**src/rtl/led_blink_sequencer_if.sv**
```systemverilog
// led_blink_sequencer_if: request/grant and LED bus between status sources and the blink sequencer
// master: drives main_program, req, code; observes grant, done, busy, led
// slave : the sequencer side
interface led_blink_sequencer_if #(
  parameter int NUM_REQ = 4
);
  logic                   main_program;
  logic [NUM_REQ-1:0]     req;
  logic [4*NUM_REQ-1:0]   code;
  logic [NUM_REQ-1:0]     grant;
  logic [NUM_REQ-1:0]     done;
  logic                   busy;
  logic                   led;
  modport master (output main_program, req, code, input grant, done, busy, led);
  modport slave  (input main_program, req, code, output grant, done, busy, led);
endinterface

```
**src/rtl/led_blink_sequencer.sv**
```systemverilog
// led_blink_sequencer: round-robin shares one status LED, playing an N-pulse blink code per requester
// clk, rst          : system clock, asynchronous active-high reset
// bus.main_program  : global enable, low aborts to idle
// bus.req/code      : per-requester level request and 4-bit blink count
// bus.grant/done    : one-hot grant held through the code, one-cycle done pulse at the end
// bus.busy/led      : sequencer active, registered LED drive
module led_blink_sequencer #(
  parameter int CLOCK_FREQ = 50_000_000,
  parameter int TICK_HZ    = 10,
  parameter int NUM_REQ    = 4,
  parameter int ON_TICKS   = 2,
  parameter int OFF_TICKS  = 3,
  parameter int GAP_TICKS  = 10
) (
  input  logic                  clk,
  input  logic                  rst,
  led_blink_sequencer_if.slave  bus
);
  localparam int DIV  = CLOCK_FREQ / TICK_HZ;
  localparam int PW   = DIV > 1 ? $clog2(DIV) : 1;
  localparam int MAXT = ON_TICKS > OFF_TICKS ? (ON_TICKS > GAP_TICKS ? ON_TICKS : GAP_TICKS)
                                             : (OFF_TICKS > GAP_TICKS ? OFF_TICKS : GAP_TICKS);
  localparam int CW   = $clog2(MAXT + 1);
  localparam int RW   = $clog2(NUM_REQ);
  localparam logic [1:0]    S_IDLE = 2'd0;
  localparam logic [1:0]    S_ON   = 2'd1;
  localparam logic [1:0]    S_OFF  = 2'd2;
  localparam logic [1:0]    S_GAP  = 2'd3;
  localparam logic [PW-1:0] PRE_L  = PW'(DIV - 1);
  localparam logic [CW-1:0] ON_L   = CW'(ON_TICKS - 1);
  localparam logic [CW-1:0] OFF_L  = CW'(OFF_TICKS - 1);
  localparam logic [CW-1:0] GAP_L  = CW'(GAP_TICKS - 1);

  logic [1:0]         r_state;
  logic [PW-1:0]      r_pre;
  logic [CW-1:0]      r_phase;
  logic [3:0]         r_cnt;
  logic [RW-1:0]      r_rr;
  logic [NUM_REQ-1:0] r_grant;
  logic [NUM_REQ-1:0] r_done;
  logic               r_busy;
  logic               r_led;
  logic               w_found;
  logic [RW-1:0]      w_win;
  logic [3:0]         w_code;
  logic               w_tick;
  logic               w_last;

  // Scan from the farthest candidate back to rr+1 so the nearest set bit after rr is kept
  always_comb begin
    w_found = 1'b0;
    w_win   = r_rr;
    for (int k = NUM_REQ; k >= 1; k--) begin
      if (bus.req[(int'(r_rr) + k) % NUM_REQ]) begin
        w_found = 1'b1;
        w_win   = RW'((int'(r_rr) + k) % NUM_REQ);
      end
    end
  end

  assign w_code = bus.code[{w_win, 2'b00} +: 4];
  assign w_tick = r_pre == PRE_L;
  assign w_last = w_tick && r_phase == (r_state == S_ON ? ON_L : r_state == S_OFF ? OFF_L : GAP_L);

  always_ff @(posedge clk or posedge rst) begin
    if (rst) begin
      r_state <= S_IDLE;
      r_pre   <= '0;
      r_phase <= '0;
      r_cnt   <= '0;
      r_rr    <= RW'(NUM_REQ - 1);
      r_grant <= '0;
      r_done  <= '0;
      r_busy  <= 1'b0;
      r_led   <= 1'b0;
    end else begin
      r_done <= '0;
      if (!bus.main_program) begin
        r_state <= S_IDLE;
        r_pre   <= '0;
        r_phase <= '0;
        r_cnt   <= '0;
        r_grant <= '0;
        r_busy  <= 1'b0;
        r_led   <= 1'b0;
      end else if (r_state == S_IDLE) begin
        if (w_found) begin
          r_grant <= {{(NUM_REQ-1){1'b0}}, 1'b1} << w_win;
          r_rr    <= w_win;
          r_cnt   <= w_code;
          r_busy  <= 1'b1;
          r_pre   <= '0;
          r_phase <= '0;
          r_state <= w_code != 4'd0 ? S_ON : S_GAP;
          r_led   <= w_code != 4'd0;
        end
      end else if (w_last) begin
        r_pre   <= '0;
        r_phase <= '0;
        case (r_state)
          S_ON: begin
            r_cnt   <= r_cnt - 4'd1;
            r_led   <= 1'b0;
            r_state <= r_cnt > 4'd1 ? S_OFF : S_GAP;
          end
          S_OFF: begin
            r_led   <= 1'b1;
            r_state <= S_ON;
          end
          default: begin
            r_done  <= r_grant;
            r_grant <= '0;
            r_busy  <= 1'b0;
            r_state <= S_IDLE;
          end
        endcase
      end else begin
        r_pre   <= w_tick ? '0 : r_pre + 1'b1;
        r_phase <= w_tick ? r_phase + 1'b1 : r_phase;
      end
    end
  end

  assign bus.grant = r_grant;
  assign bus.done  = r_done;
  assign bus.busy  = r_busy;
  assign bus.led   = r_led;
endmodule

```
**src/flat_wrapper.sv**
```systemverilog
// flat-port wrapper written by rule: the top's interface ports become plain ports
module led_blink_sequencer_flat 
#(
  parameter int CLOCK_FREQ = 50_000_000,
  parameter int TICK_HZ    = 10,
  parameter int NUM_REQ    = 4,
  parameter int ON_TICKS   = 2,
  parameter int OFF_TICKS  = 3,
  parameter int GAP_TICKS  = 10
)
  (clk, rst, bus_main_program, bus_req, bus_code, bus_grant, bus_done, bus_busy, bus_led);
  led_blink_sequencer_if #(.NUM_REQ(NUM_REQ)) bus_i ();
  input  logic clk;
  input  logic rst;
  input wire logic [$bits(bus_i.main_program)-1:0] bus_main_program;
  input wire logic [$bits(bus_i.req)-1:0] bus_req;
  input wire logic [$bits(bus_i.code)-1:0] bus_code;
  output wire logic [$bits(bus_i.grant)-1:0] bus_grant;
  output wire logic [$bits(bus_i.done)-1:0] bus_done;
  output wire logic [$bits(bus_i.busy)-1:0] bus_busy;
  output wire logic [$bits(bus_i.led)-1:0] bus_led;
  assign bus_i.main_program = bus_main_program;
  assign bus_i.req = bus_req;
  assign bus_i.code = bus_code;
  assign bus_grant = bus_i.grant;
  assign bus_done = bus_i.done;
  assign bus_busy = bus_i.busy;
  assign bus_led = bus_i.led;
  led_blink_sequencer #(.CLOCK_FREQ(CLOCK_FREQ), .TICK_HZ(TICK_HZ), .NUM_REQ(NUM_REQ), .ON_TICKS(ON_TICKS), .OFF_TICKS(OFF_TICKS), .GAP_TICKS(GAP_TICKS)) u_core (.clk(clk), .rst(rst), .bus(bus_i));
endmodule
```
**config.mk**
```make
export PLATFORM = sky130hd
export DESIGN_NAME = led_blink_sequencer_flat
export DESIGN_NICKNAME = d
export VERILOG_FILES = /design/src/rtl/led_blink_sequencer_if.sv /design/src/rtl/led_blink_sequencer.sv /design/src/flat_wrapper.sv
export SDC_FILE = /design/constraint.sdc
export NUM_CORES = 1
export LEC_CHECK = 0
export ABC_AREA = 1
export ABC_CLOCK_PERIOD_IN_PS = 1800
export BUFFER_PORTS_ARGS = -buffer_cell sky130_fd_sc_hd__buf_2
export CORE_MARGIN = 2
export CORE_UTILIZATION = 49
export CTS_BUF_LIST = sky130_fd_sc_hd__clkbuf_4 sky130_fd_sc_hd__clkbuf_8
export CTS_CLUSTER_SIZE = 8
export DETAILED_ROUTE_END_ITERATION = 12
export PLACE_DENSITY = 0.72
export SLEW_MARGIN = 0
export SYNTH_ARGS = -nofsm -noshare
export SYNTH_HDL_FRONTEND = slang
export SYNTH_SLANG_ARGS = --single-unit
```
**constraint.sdc**
```tcl
create_clock -name clk -period 1.8 [get_ports clk]
set_input_delay 0.18 -clock clk [delete_from_list [all_inputs] [get_ports clk]]
set_output_delay 0.18 -clock clk [all_outputs]
set_load 0.02 [all_outputs]
```
* Yosys cells after proc, flatten, opt, wreduce, memory -nomap -nowiden
Cells that the tools add are included.
** Storage, ports and cells
- Flip-flop bits (word level) :: 45
- Input bits :: 23
- Output and inout bits :: 10
- Logic and storage cells :: 114
** Operators by class
- $add $sub $neg :: 7
- Magnitude comparators :: 5
- Equality and inequality tests :: 10
- Shift-type cells :: 2
- Multiplexer cells :: 63
- Bitwise logic cells :: 4
- Reduce and logical (&&, ||, !) cells :: 14
** Operators by type and width (number)
- two-way mux 23 bit :: 5
- two-way mux 4 bit :: 21
- adder 23 x 1 -> 23 bit, second input constant :: 1
- equality test 23 bit, second input constant :: 1
- two-way mux 1 bit :: 22
- two-way mux 2 bit :: 9
- less-than comparator 3 x 4 -> 1 bit, second input constant :: 4
- indexed part select 16 x 5 -> 4 bit :: 1
- AND reduction 3 bit :: 4
- OR reduction 2 bit :: 5
- binary-select mux 1 bit (select 2 bit) :: 4
- != test 4 x 1 -> 1 bit, second input constant :: 2
- != test 3 x 1 -> 1 bit, second input constant :: 2
- != test 3 x 2 -> 1 bit, second input constant :: 2
- adder 2 x 1 -> 2 bit, second input constant :: 2
- adder 2 bit, second input constant :: 2
- adder 4 x 1 -> 4 bit, second input constant :: 1
- bitwise AND 1 bit, first input constant :: 4
- equality test 4 bit :: 1
- greater-than comparator 4 x 1 -> 1 bit, second input constant :: 1
- case mux 2 bit (2 select lines) :: 1
- AND reduction 2 bit :: 2
- nonzero test 4 bit :: 1
- left shift 1 x 2 -> 4 bit, first input constant :: 1
- other kinds (6) :: 6

* Depth between registers and ports, before layout
Gate-level depths: netlist (run 1).
- Depth after elaboration :: 16
- Depth in mapped cells :: 19
- Mapped depth without buffers :: 18

* Worst setup path before layout (run 1)
OpenSTA, ideal clock, no wires.
- Kind :: register to register
- From :: register u_core.r_rr[0]
- To :: register u_core.r_state[1]
- Library setup time :: 0.116 ns
- Arrival time :: 1.789 ns
- Data required time :: 1.684 ns
- Slack :: -0.105 ns
- Cell stages (with the launch flop) :: 19
- Buffers on the path :: 1
- Period minus slack after synthesis :: 1.905 ns
- Path through :: dfstp_2 buf_6 inv_6 nand2_1 nand2_1 nand2_2 nand2_4 inv_6 nand2_4 o21ai_4 inv_2 nand3_1 nand2_1 nor2_1 nor2_1 nand2_1 nand2_1 nand2_1 nand2_1
** Between the ends
- Cells in the longest elaborated chain, start to end :: 14
- Elaborated cells on any way between the ends :: 32
- Classes of those cells :: add/sub: 4; eq/ne: 1; shift: 1; mux: 24; reduce/logical: 2
** RTL lines
- start: declaration :: RTL line led_blink_sequencer.sv:38 : logic [RW-1:0] r_rr;
- start signal: assignment :: RTL line led_blink_sequencer.sv:71 : r_rr <= RW'(NUM_REQ - 1);
- start signal: assignment :: RTL line led_blink_sequencer.sv:89 : r_rr <= w_win;
- adder 2 x 1 -> 2 bit :: RTL line led_blink_sequencer.sv:54, led_blink_sequencer.sv:56
- binary-select mux 1 bit (select 2 bit) :: RTL line led_blink_sequencer.sv:54 : if (bus.req[(int'(r_rr) + k) % NUM_REQ]) begin
- two-way mux 1 bit (not written as such) (2 in a row) :: RTL line led_blink_sequencer.sv:54
- two-way mux 2 bit (4 in a row) :: RTL line led_blink_sequencer.sv:54
- indexed part select 16 x 5 -> 4 bit :: RTL line led_blink_sequencer.sv:61 : assign w_code = bus.code[{w_win, 2'b00} +: 4];
- nonzero test 4 bit :: RTL line led_blink_sequencer.sv:94 : r_state <= w_code != 4'd0 ? S_ON : S_GAP;
- two-way mux 2 bit :: RTL line led_blink_sequencer.sv:94
- two-way mux 2 bit :: RTL line led_blink_sequencer.sv:87 : if (w_found) begin
- two-way mux 2 bit :: RTL line led_blink_sequencer.sv:86 : end else if (r_state == S_IDLE) begin
- two-way mux 2 bit :: RTL line led_blink_sequencer.sv:78 : if (!bus.main_program) begin
- end signal: assignment :: RTL line led_blink_sequencer.sv:94
- end signal: assignment :: RTL line led_blink_sequencer.sv:104 : r_state <= r_cnt > 4'd1 ? S_OFF : S_GAP;
- end: declaration :: RTL line led_blink_sequencer.sv:34 : logic [1:0] r_state;
Several ways; a longest one is shown, not always the timed one. The select of a mux whose other input is x is not followed.
A chain may end at the register's enable or synchronous reset.

* Worst setup path in the final report (run 1)
- From :: register u_core.r_rr[0]
- To :: register u_core.r_led, in the netlist u_core.bus.led
** Between the ends
- Cells in the longest elaborated chain, start to end :: 13
- Elaborated cells on any way between the ends :: 31
- Classes of those cells :: add/sub: 4; eq/ne: 1; shift: 1; mux: 23; reduce/logical: 2
** RTL lines
- adder 2 x 1 -> 2 bit :: RTL line led_blink_sequencer.sv:54, led_blink_sequencer.sv:56
- binary-select mux 1 bit (select 2 bit) :: RTL line led_blink_sequencer.sv:54
- two-way mux 1 bit (not written as such) (2 in a row) :: RTL line led_blink_sequencer.sv:54
- two-way mux 2 bit (4 in a row) :: RTL line led_blink_sequencer.sv:54
- indexed part select 16 x 5 -> 4 bit :: RTL line led_blink_sequencer.sv:61
- nonzero test 4 bit :: RTL line led_blink_sequencer.sv:95 : r_led <= w_code != 4'd0;
- two-way mux 1 bit :: RTL line led_blink_sequencer.sv:87
- two-way mux 1 bit :: RTL line led_blink_sequencer.sv:86
- two-way mux 1 bit :: RTL line led_blink_sequencer.sv:78
- end signal: assignment :: RTL line led_blink_sequencer.sv:85 : r_led <= 1'b0;
- end signal: assignment :: RTL line led_blink_sequencer.sv:95
- end signal: assignment :: RTL line led_blink_sequencer.sv:103 : r_led <= 1'b0;
- end: declaration :: RTL line led_blink_sequencer.sv:42 : logic r_led;
Several ways; a longest one is shown, not always the timed one. The select of a mux whose other input is x is not followed.

==> flow_summary.json, run 1 <==
{
  "dpl_cell_area_um2": 3600,
  "postLayoutCellArea_um2": 4160,
  "violations": "setup timing",
  "nFillCells": 440,
  "ios": 33,
  "dr_total_vias": 3076,
  "area_delta_synth_final_pct": 42.1,
  "place_ws_ps": -245,
  "worst_slew_pin_slew_ps": 672,
  "grt_usage_pct": 25.7,
  "fmax_mhz": 467,
  "routed_wl_um": 8340,
  "die_x_um": 81.3,
  "diodes": 0,
  "rsz0062_at_grt": "true",
  "setup_viol": 41,
  "drt_iter0_drc": 155,
  "cts_root_buf": "clkbuf_8",
  "drt_pass1_iterations": 4,
  "synthesis.area_um2": 2920,
  "yosysTopAreaCell": "dfrtp_1",
  "synth_cell_type_count": 41,
  "max_cap_viol_count": 0,
  "critPathKind": "reg2reg",
  "cts.sinks": 45,
  "die_area_um2": 6600,
  "grt_max_degree": 31,
  "grt_overflow_total": 0,
  "cts_buffer_depth": 2,
  "row_count": 28,
  "hold_path_depth": 3,
  "status": "finished, violations left",
  "crit_cells": 15,
  "grt_pass1_wl_um": 13100,
  "arrival_ps": 2330,
  "netlist.area_leader.share_pct": 36.8,
  "syn-num-nets": 423,
  "final_hold_viol_count": 0,
  "maxSlewHeadroom_pct": 55.0,
  "antenna_left": 0,
  "critPathMaxFanout": 7,
  "clk_pin_slew_ps": 90,
  "seq_area_frac_synth_pct": 38.6,
  "final_common_cell": "nand2_1",
  "reg2reg_depth": 15,
  "cp.buffers_inverters": 2,
  "final_cell_mix": "nand2_1 (83), buf_4 (68), inv_1 (53), dfrtp_1 (43), buf_2 (32)",
  "finalClockSkew_ps": 9.36,
  "io_buffers": 32,
  "worstSetupStartpointType": "register",
  "slowest_delay_ps": 600,
  "grt_pass1_vias": 3053,
  "crit_family": "simple AND/OR/NAND/NOR gates",
  "cts_tree": "done",
  "layoutNonFillerInstCount": 579,
  "synthCells": 392,
  "synth_area_leaders": "dfrtp_1 (37%), nand2_1 (12%), inv_1 (7.1%)",
  "clk_latency_ps": 310,
  "finalNetCount": 534,
  "worst_slack_ps": -339,
  "initial_core_util_pct": 50.0,
  "hold_path.class": "in2reg",
  "vias_per_cell": 5.31,
  "core_um2": 5850,
  "timing.hold.ws_ps": 219,
  "layout-drive-gt1-share_pct": 40.1,
  "ys_ff_latch": 45,
  "cts_max_level": 2,
  "dp_cells": 553,
  "die_y_um": 81.3,
  "timing.final.crit_share_pct": 119,
  "drc": 0,
  "place_hpwl_um": 5570,
  "antenna_found_initial": 0,
  "vdd_drop_max_mv": 1.39,
  "cts_buffers": 5,
  "p_leak_nw": 2.06,
  "crit_path_end_kind": "register",
  "wire_per_inst_um": 14.4,
  "yosysWarnings": 0,
  "slowest_stage": "dfstp_2",
  "critPathRequiredTime_ps": 1990,
  "avgSynthCellArea_um2": 7.46,
  "cp_common_cell": "nand2_1",
  "drv_slew": 0,
  "fin_tns_setup_ps": -7780,
  "fin_crit_ps": 2140,
  "cp_cell_sequence": "clkinv_4, nand2_1, nand3_1, nand2_1, inv_1, nand2_4, nand3_2, nand2_4, nand2_2, o21ai_2, nor2_1, nor2_1, nand2_1, nand2_1, nand2_1",
  "p_per_area_nw_per_um2": 1430,
  "globalplace.congestion": 0.913
}
[kinds of logic after synthesis]
family | share of synthesized area (%)
and+or+nand+nor | 34.8
buffers and inverters | 9.63
AOI/OAI and AO/OA | 11.4
adders and majority gates | 3.42
xor gates and xnor gates | 2.10
DFF | 38.6
[Yosys cell counts (all sizes together)]
master / instances
a211oi: 1
a21oi: 20
a31oi: 1
buf: 4
clkbuf: 1
clkinv: 1
dfrtp: 43
dfstp: 2
ha: 8
inv: 61
nand2: 115
nand3: 28
nand3b: 1
nand4: 6
nor2: 33
nor3: 16
nor3b: 1
nor4: 7
o211a: 2
o211ai: 1
o21a: 2
o21ai: 23
o22ai: 7
or2: 1
xnor2: 2
xor2: 5
[registers in the layout, summed over array words and instances, names as in the netlist]
signal and flops:
u_core.r_rr 2, u_core.r_state 2, u_core.bus.done 4, u_core.bus.led 1
u_core.r_pre 23, u_core.bus.grant 4, u_core.bus.busy 1, u_core.r_phase 4
u_core.r_cnt 4
[where the power goes]
group	switching, mW	internal [mW]	total [mW]	leakage (nW)
Combinational	2.28	1.69	3.97	1.41
Sequential	0.124	1.18	1.30	0.608
Clock	0.375	0.289	0.664	0.0408
[per-layer routing]
metal / vias up / GRT usage, % / wire (µm)
li1: 1491 / - / -
met1: 1454 / 29.3 / 3340
met2: 108 / 48.0 / 4410
met3: 23 / 4.00 / 382
met4: 0 / 9.49 / 217
met5: - / 0 / 0
[metrics by stage]
stage	total power [mW]	util, %
6_report	5.94	71.0
5_1_grt	6.32	71.0
4_1_cts	5.47	68.4
3_5_place_dp	4.28	61.5
3_3_place_gp	4.20	61.5
2_1_floorplan	3.29	-
[repair_timing]
| action | in CTS | in global routing |
|---|---|---|
| buffers inserted | 9 | 6 |
| pin swaps | 15 | 9 |
| endpoints found under the hold margin | 13 | 0 |
| gates resized for setup | 54 | 32 |
| hold buffers | 1 | 0 |
| setup endpoints to repair | 38 | 41 |
| gates cloned | 2 | 0 |
[final timing paths]
| path | from | end | slack (ps) |
|---|---|---|---|
| max in group asynchronous | rst | u_core.r_phase[1] | 860 |
| min in group asynchronous | rst | u_core.bus.grant[2] | 420 |
| setup / recovery | u_core.r_rr[0] | u_core.bus.led | -340 |
| setup reg to reg | u_core.r_rr[0] | u_core.bus.led | -340 |
| hold / removal | bus_main_program | u_core.r_cnt[1] | 220 |
| hold reg to reg | u_core.r_pre[19] | u_core.r_pre[19] | 530 |
[worst reg2reg max path, cell delays in order (launching register included)]
cell and delay [ps]:
dfstp_2 600, clkinv_4 130, nand2_1 100, nand3_1 80
nand2_1 90, inv_1 80, nand2_4 110, nand3_2 140
nand2_4 140, nand2_2 70, o21ai_2 150, nor2_1 50
nor2_1 90, nand2_1 80, nand2_1 70, nand2_1 50
[final cells by class]
cell class              count  area [µm²]  area share, %
clock inverters             2        15.0          0.361
inverters                  62         254           6.11
well taps                  75        93.8           2.26
flip-flops and latches     45        1130           27.2
clock buffers               6        76.3           1.84
repair buffers            109         783           18.8
multi-input cells         280        1800           43.4
(Power assumes the default switching activity.)
==> run 2, diff against run 1 <==
--- a/config.mk
+++ b/config.mk
@@ -8,6 +8,7 @@
 export ABC_AREA = 1
 export ABC_CLOCK_PERIOD_IN_PS = 1800
 export BUFFER_PORTS_ARGS = -buffer_cell sky130_fd_sc_hd__buf_2
+export CAP_MARGIN = 30
 export CORE_MARGIN = 2
 export CORE_UTILIZATION = 49
 export CTS_BUF_LIST = sky130_fd_sc_hd__clkbuf_4 sky130_fd_sc_hd__clkbuf_8
==> constraint.sdc (replaced) <==
create_clock -name clk -period 1.8 [get_ports clk]
set_input_delay 0 -clock clk [delete_from_list [all_inputs] [get_ports clk]]
set_output_delay 0 -clock clk [all_outputs]
set_load 0.02 [all_outputs]
==> run 2 against run 1 <==
Highest routed layer unchanged. Combinational power grew 2%. The run still ends with setup timing left. Critical path type unchanged. Via count grew 1.0%. Worst hold slack lost 200 ps.
==> flow_summary.json, run 2 (synthesized netlist as in run 1, its figures left out) <==
{
  "p_leak_nw": 2.11,
  "routed_wl_um": 8650,
  "grt_pass1_vias": 2956,
  "drc": 0,
  "grt_usage_pct": 24.7,
  "reg2reg_depth": 15,
  "timing.final.crit_share_pct": 122,
  "timing.hold.ws_ps": 22.3,
  "worst_slack_ps": -390,
  "finalClockSkew_ps": 10.1,
  "drv_slew": 0,
  "fmax_mhz": 457,
  "grt_max_degree": 46,
  "hold_path.class": "in2reg",
  "final_cell_mix": "nand2_1 (75), buf_4 (72), inv_1 (52), dfrtp_1 (43), buf_2 (32)",
  "reg2reg_slack_ps": -390,
  "wire_per_inst_um": 14.9,
  "grt_pass1_wl_um": 12600,
  "largest_reg_flops": 23,
  "vdd_drop_max_mv": 1.25,
  "drt_pass1_iterations": 4,
  "cts_buffers": 5,
  "status": "finished, violations left",
  "dr_total_vias": 3108,
  "worstSetupStartpointType": "register",
  "worst_slew_pin_slew_ps": 574,
  "cts_max_level": 2,
  "final_common_cell": "nand2_1",
  "area_delta_synth_final_pct": 44.6,
  "die_area_um2": 6600,
  "ios": 33,
  "row_count": 28,
  "postLayoutCellArea_um2": 4230,
  "critPathKind": "reg2reg",
  "max_cap_viol_count": 0,
  "startpoint": "u_core.r_rr[0]",
  "final_hold_viol_count": 0,
  "regToRegEndpoint": "u_core.r_pre[20]",
  "cts_buffer_depth": 2,
  "critPathMaxFanout": 8,
  "dpl_cell_area_um2": 3580,
  "clk_pin_slew_ps": 90,
  "antenna_found_initial": 0,
  "setup_viol": 39,
  "die_x_um": 81.3,
  "io_buffers": 32,
  "diodes": 0,
  "die_y_um": 81.3,
  "cts_tree": "done",
  "initial_core_util_pct": 50.0,
  "critPathRequiredTime_ps": 1990,
  "maxSlewHeadroom_pct": 61.7,
  "cts_root_buf": "clkbuf_8",
  "timing.rr.start": "u_core.r_rr[0]",
  "place_hpwl_um": 5360,
  "crit_path_end_kind": "register",
  "cts.sinks": 45,
  "layout-drive-gt1-share_pct": 41.6,
  "vias_per_cell": 5.34,
  "core_um2": 5850,
  "antenna_left": 0,
  "finalNetCount": 538,
  "grt_overflow_total": 0,
  "p_per_area_nw_per_um2": 1430,
  "globalplace.congestion": 0.909,
  "arrival_ps": 2380,
  "fin_crit_ps": 2190,
  "largest_register": "u_core.r_pre",
  "endpoint": "u_core.r_pre[20]",
  "violations": "setup timing",
  "clk_latency_ps": 300,
  "drt_iter0_drc": 136,
  "rsz0062_at_grt": "true"
}
## run 2: cell types whose count changed in the layout (fill, tap and decap cells not counted), moves of 3 or more
cell / delta
buf_4: +4
nand2_1: -8
nand2_2: +5
nand2_4: +3
nor2_2: -4
o21ai_1: +3
## run 2: how the worst min path moves through the flow
stage | to | slack [ps] | start | cells past startpoint
after floorplan | u_core.r_cnt[3] | 150 | bus_main_program | 2
after global placement | u_core.r_pre[2] | 170 | rst | 3
after detailed placement | u_core.bus.grant[2] | 180 | rst | 3
after CTS | u_core.r_cnt[3] | 10 | bus_main_program | 3
after global routing | u_core.r_cnt[3] | 60 | bus_main_program | 3
final | u_core.r_cnt[3] | 20 | bus_main_program | 3
## run 2: area by class of cell
| type | count | area, µm² |
|---|---|---|
| clock buffer | 7 | 90.1 |
| fill | 410 | 1620 |
| inverter | 62 | 251 |
| multi-input combinational | 280 | 1860 |
| sequential | 45 | 1130 |
| tap | 75 | 93.8 |
| timing repair buffer | 113 | 805 |
## run 2: power breakdown
| part | internal (mW) | switching, mW | leakage [nW] |
|---|---|---|---|
| combinational | 1.74 | 2.32 | 1.46 |
| clock | 0.321 | 0.350 | 0.0477 |
| sequential | 1.18 | 0.130 | 0.608 |
## run 2: per-stage QoR
stage,util (%),power (mW),worst slack (ps),cells,setup TNS (ps)
6_report,72.3,6.04,-390,582,-10280
5_1_grt,72.3,6.43,-501,582,-14190
4_1_cts,67.4,5.31,-234,572,-6260
3_5_place_dp,61.3,4.27,-264,553,-6310
3_3_place_gp,61.3,4.20,-202,553,-3770
2_1_floorplan,-,3.29,-105,392,-357
## run 2: timing repair
item / CTS / global route
gates cloned: 2 / 0
hold endpoints to repair: 43 / 0
gates resized for setup: 47 / 55
pin swaps: 10 / 18
buffers inserted: 9 / 10
hold buffers: 1 / 0
endpoints found under the setup margin: 38 / 41
## run 2: critical path: stages (launching register included)
cell and delay (ps):
dfstp_2 620, clkinv_4 140, nand2_1 120, nand2_1 60, nand2_1 140, nor2_4 60, nand3_4 150, nand2_4 80
nor2_4 150, nand2_2 100, nor2_4 100, nand3_2 100, nor2_4 90, nand2_1 60, nand2_1 60, nor2_1 40
## run 2: per-layer routing
layer,vias up,GRT usage [%],routed length (µm)
li1,1500,-,-
met1,1484,28.8,3430
met2,91,44.4,4520
met3,33,4.11,344
met4,0,10.8,356
met5,-,0,0
==> run 3, diff against run 2 <==
--- a/config.mk
+++ b/config.mk
@@ -9,7 +9,7 @@
 export ABC_CLOCK_PERIOD_IN_PS = 1800
 export BUFFER_PORTS_ARGS = -buffer_cell sky130_fd_sc_hd__buf_2
 export CAP_MARGIN = 30
-export CORE_MARGIN = 2
+export CORE_MARGIN = 1
 export CORE_UTILIZATION = 49
 export CTS_BUF_LIST = sky130_fd_sc_hd__clkbuf_4 sky130_fd_sc_hd__clkbuf_8
 export CTS_CLUSTER_SIZE = 8
==> run 3 against run 2 <==
The flow still finishes with violations (setup timing). Fmax shrank 2.3%. Final cell count shrank 0.17%. Cell area grew 2.2%. Global-route usage grew 2.8 points. Sequential power is essentially flat. Combinational power grew 5.2%. Power grew 3.0%. Non-clock buffer count grew 1. Die area shrank 4.9%. Count of clock-buffer cells in the layout shrank 2. Core utilization grew 4.3 points. Sequential cell count is the same. Largest power group unchanged.
==> flow_summary.json, run 3 (synthesized netlist as in run 1, its figures left out) <==
{
  "status": "finished, violations left",
  "violations": "setup timing",
  "die_y_um": 79.3,
  "critPathKind": "reg2reg",
  "fin_tns_setup_ps": -6910,
  "antenna_found_initial": 0,
  "drv_slew": 0,
  "nFillCells": 351,
  "reg2reg_slack_ps": -440,
  "grt_max_degree": 46,
  "clk_latency_ps": 300,
  "vdd_drop_max_mv": 1.14,
  "fin_crit_ps": 2240,
  "grt_overflow_total": 0,
  "crit_family": "simple AND/OR/NAND/NOR gates",
  "finalNetCount": 539,
  "final_common_cell": "buf_4",
  "p_per_area_nw_per_um2": 1440,
  "drt_iter0_drc": 214,
  "fmax_mhz": 446,
  "ios": 33,
  "maxSlewHeadroom_pct": 59.6,
  "antenna_left": 0,
  "cp.buffers_inverters": 4,
  "final_hold_viol_count": 0,
  "cp_common_cell": "nand2_4",
  "largest_register": "u_core.r_pre",
  "register_area_um2": 1130,
  "rsz0062_at_grt": "true",
  "finalClockSkew_ps": 4.35,
  "critPathMaxFanout": 6,
  "cts_tree": "done",
  "final_cell_mix": "buf_4 (69), nand2_1 (68), inv_1 (53), dfrtp_1 (43), buf_2 (32)",
  "crit_path_end_kind": "register",
  "cts_buffers": 5,
  "timing.hold.ws_ps": 20.0,
  "grt_pass1_wl_um": 13400,
  "largest_reg_flops": 23,
  "cts_buffer_depth": 2,
  "grt_pass1_vias": 2981,
  "clk_pin_slew_ps": 90,
  "wire_per_inst_um": 15.3,
  "cts.sinks": 45,
  "grt_usage_pct": 27.5,
  "io_buffers": 32,
  "timing.final.crit_share_pct": 125,
  "worstSetupStartpointType": "register",
  "cts_root_buf": "clkbuf_8",
  "drc": 0,
  "row_count": 27,
  "setup_viol": 39,
  "dr_total_vias": 3164,
  "place_hpwl_um": 5390,
  "arrival_ps": 2440,
  "p_leak_nw": 2.14,
  "initial_core_util_pct": 51.8,
  "die_x_um": 79.3,
  "drt_pass1_iterations": 7,
  "slowest_stage": "dfstp_2",
  "worst_slack_ps": -441,
  "diodes": 0,
  "utilization_pct": 76.6,
  "layout-drive-gt1-share_pct": 44.8,
  "critPathRequiredTime_ps": 2000,
  "vias_per_cell": 5.45,
  "cp_cell_sequence": "buf_12, nand2_4, nand2_4, nand2_4, nand2_4, inv_8, nand3_4, buf_6, buf_6, nand2_4, nor3b_4, nand4_1, nor2_1, nor2_1",
  "core_um2": 5640,
  "hold_path.class": "in2reg",
  "routed_wl_um": 8910,
  "die_area_um2": 6280,
  "cts_max_level": 2,
  "area_delta_synth_final_pct": 47.8,
  "slowest_delay_ps": 620,
  "max_cap_viol_count": 0,
  "worst_slew_pin_slew_ps": 605,
  "multi_input_area_um2": 1930,
  "place_ws_ps": -247,
  "globalplace.congestion": 0.940
}
==> run 3: area by class of cell <==
class	count	share of cell area (%)
Clock inverter	3	0.405
Clock buffer	5	1.59
Multi-Input combinational cell	280	44.6
Inverter	62	5.97
Timing Repair Buffer	114	19.3
Tap cell	72	2.09
Sequential cell	45	26.1
==> run 3: per-layer routing <==
metal	GRT usage, %	vias to the layer above	wire [µm]
met5	0	-	0
met3	3.33	24	407
met1	35.5	1511	3740
li1	-	1501	-
met4	8.36	0	214
met2	47.8	128	4550
==> run 3: power by group <==
part / leakage, nW / switching [mW] / internal (mW)
clock: 0.0439 / 0.382 / 0.269
sequential: 0.608 / 0.124 / 1.18
combinational: 1.49 / 2.42 / 1.84
==> run 3: stage by stage <==
| step | cells | power [mW] | instance area (µm²) |
|---|---|---|---|
| detailed placement | 551 | 4.25 | 3590 |
| global route | 581 | 6.63 | 4320 |
| finish | 581 | 6.22 | 4320 |
| floorplan | 392 | 3.29 | 2930 |
| CTS | 570 | 5.66 | 4070 |
| global placement | 551 | 4.18 | 3590 |
==> run 3: what timing repair did <==
| item | 4_1_cts | 5_1_grt |
|---|---|---|
| endpoints found under the setup margin | 38 | 43 |
| buffers inserted | 10 | 11 |
| hold buffers | 1 | 0 |
| resized for setup | 79 | 48 |
| gates cloned | 0 | 0 |
| endpoints found under the hold margin | 43 | 0 |
| pin swaps | 27 | 25 |
==> run 3: path summary, 6_finish.rpt <==
check | cells past startpoint | from | to
setup / recovery | 14 | u_core.r_rr[0] | u_core.r_pre[22]
hold / removal | 3 | bus_main_program | u_core.r_cnt[3]
setup reg to reg | 14 | u_core.r_rr[0] | u_core.r_pre[22]
hold reg to reg | 1 | u_core.r_pre[18] | u_core.r_pre[18]
max in group asynchronous | 4 | rst | u_core.bus.busy
min in group asynchronous | 4 | rst | u_core.r_phase[1]
==> run 3: worst register-to-register path, stage by stage, from the launching register on <==
cell and delay [ps]:
dfstp_2 620, buf_12 160, nand2_4 60, nand2_4 80, nand2_4 50, nand2_4 80, inv_8 50, nand3_4 110
buf_6 120, buf_6 90, nand2_4 50, nor3b_4 210, nand4_1 190, nor2_1 190, nor2_1 80
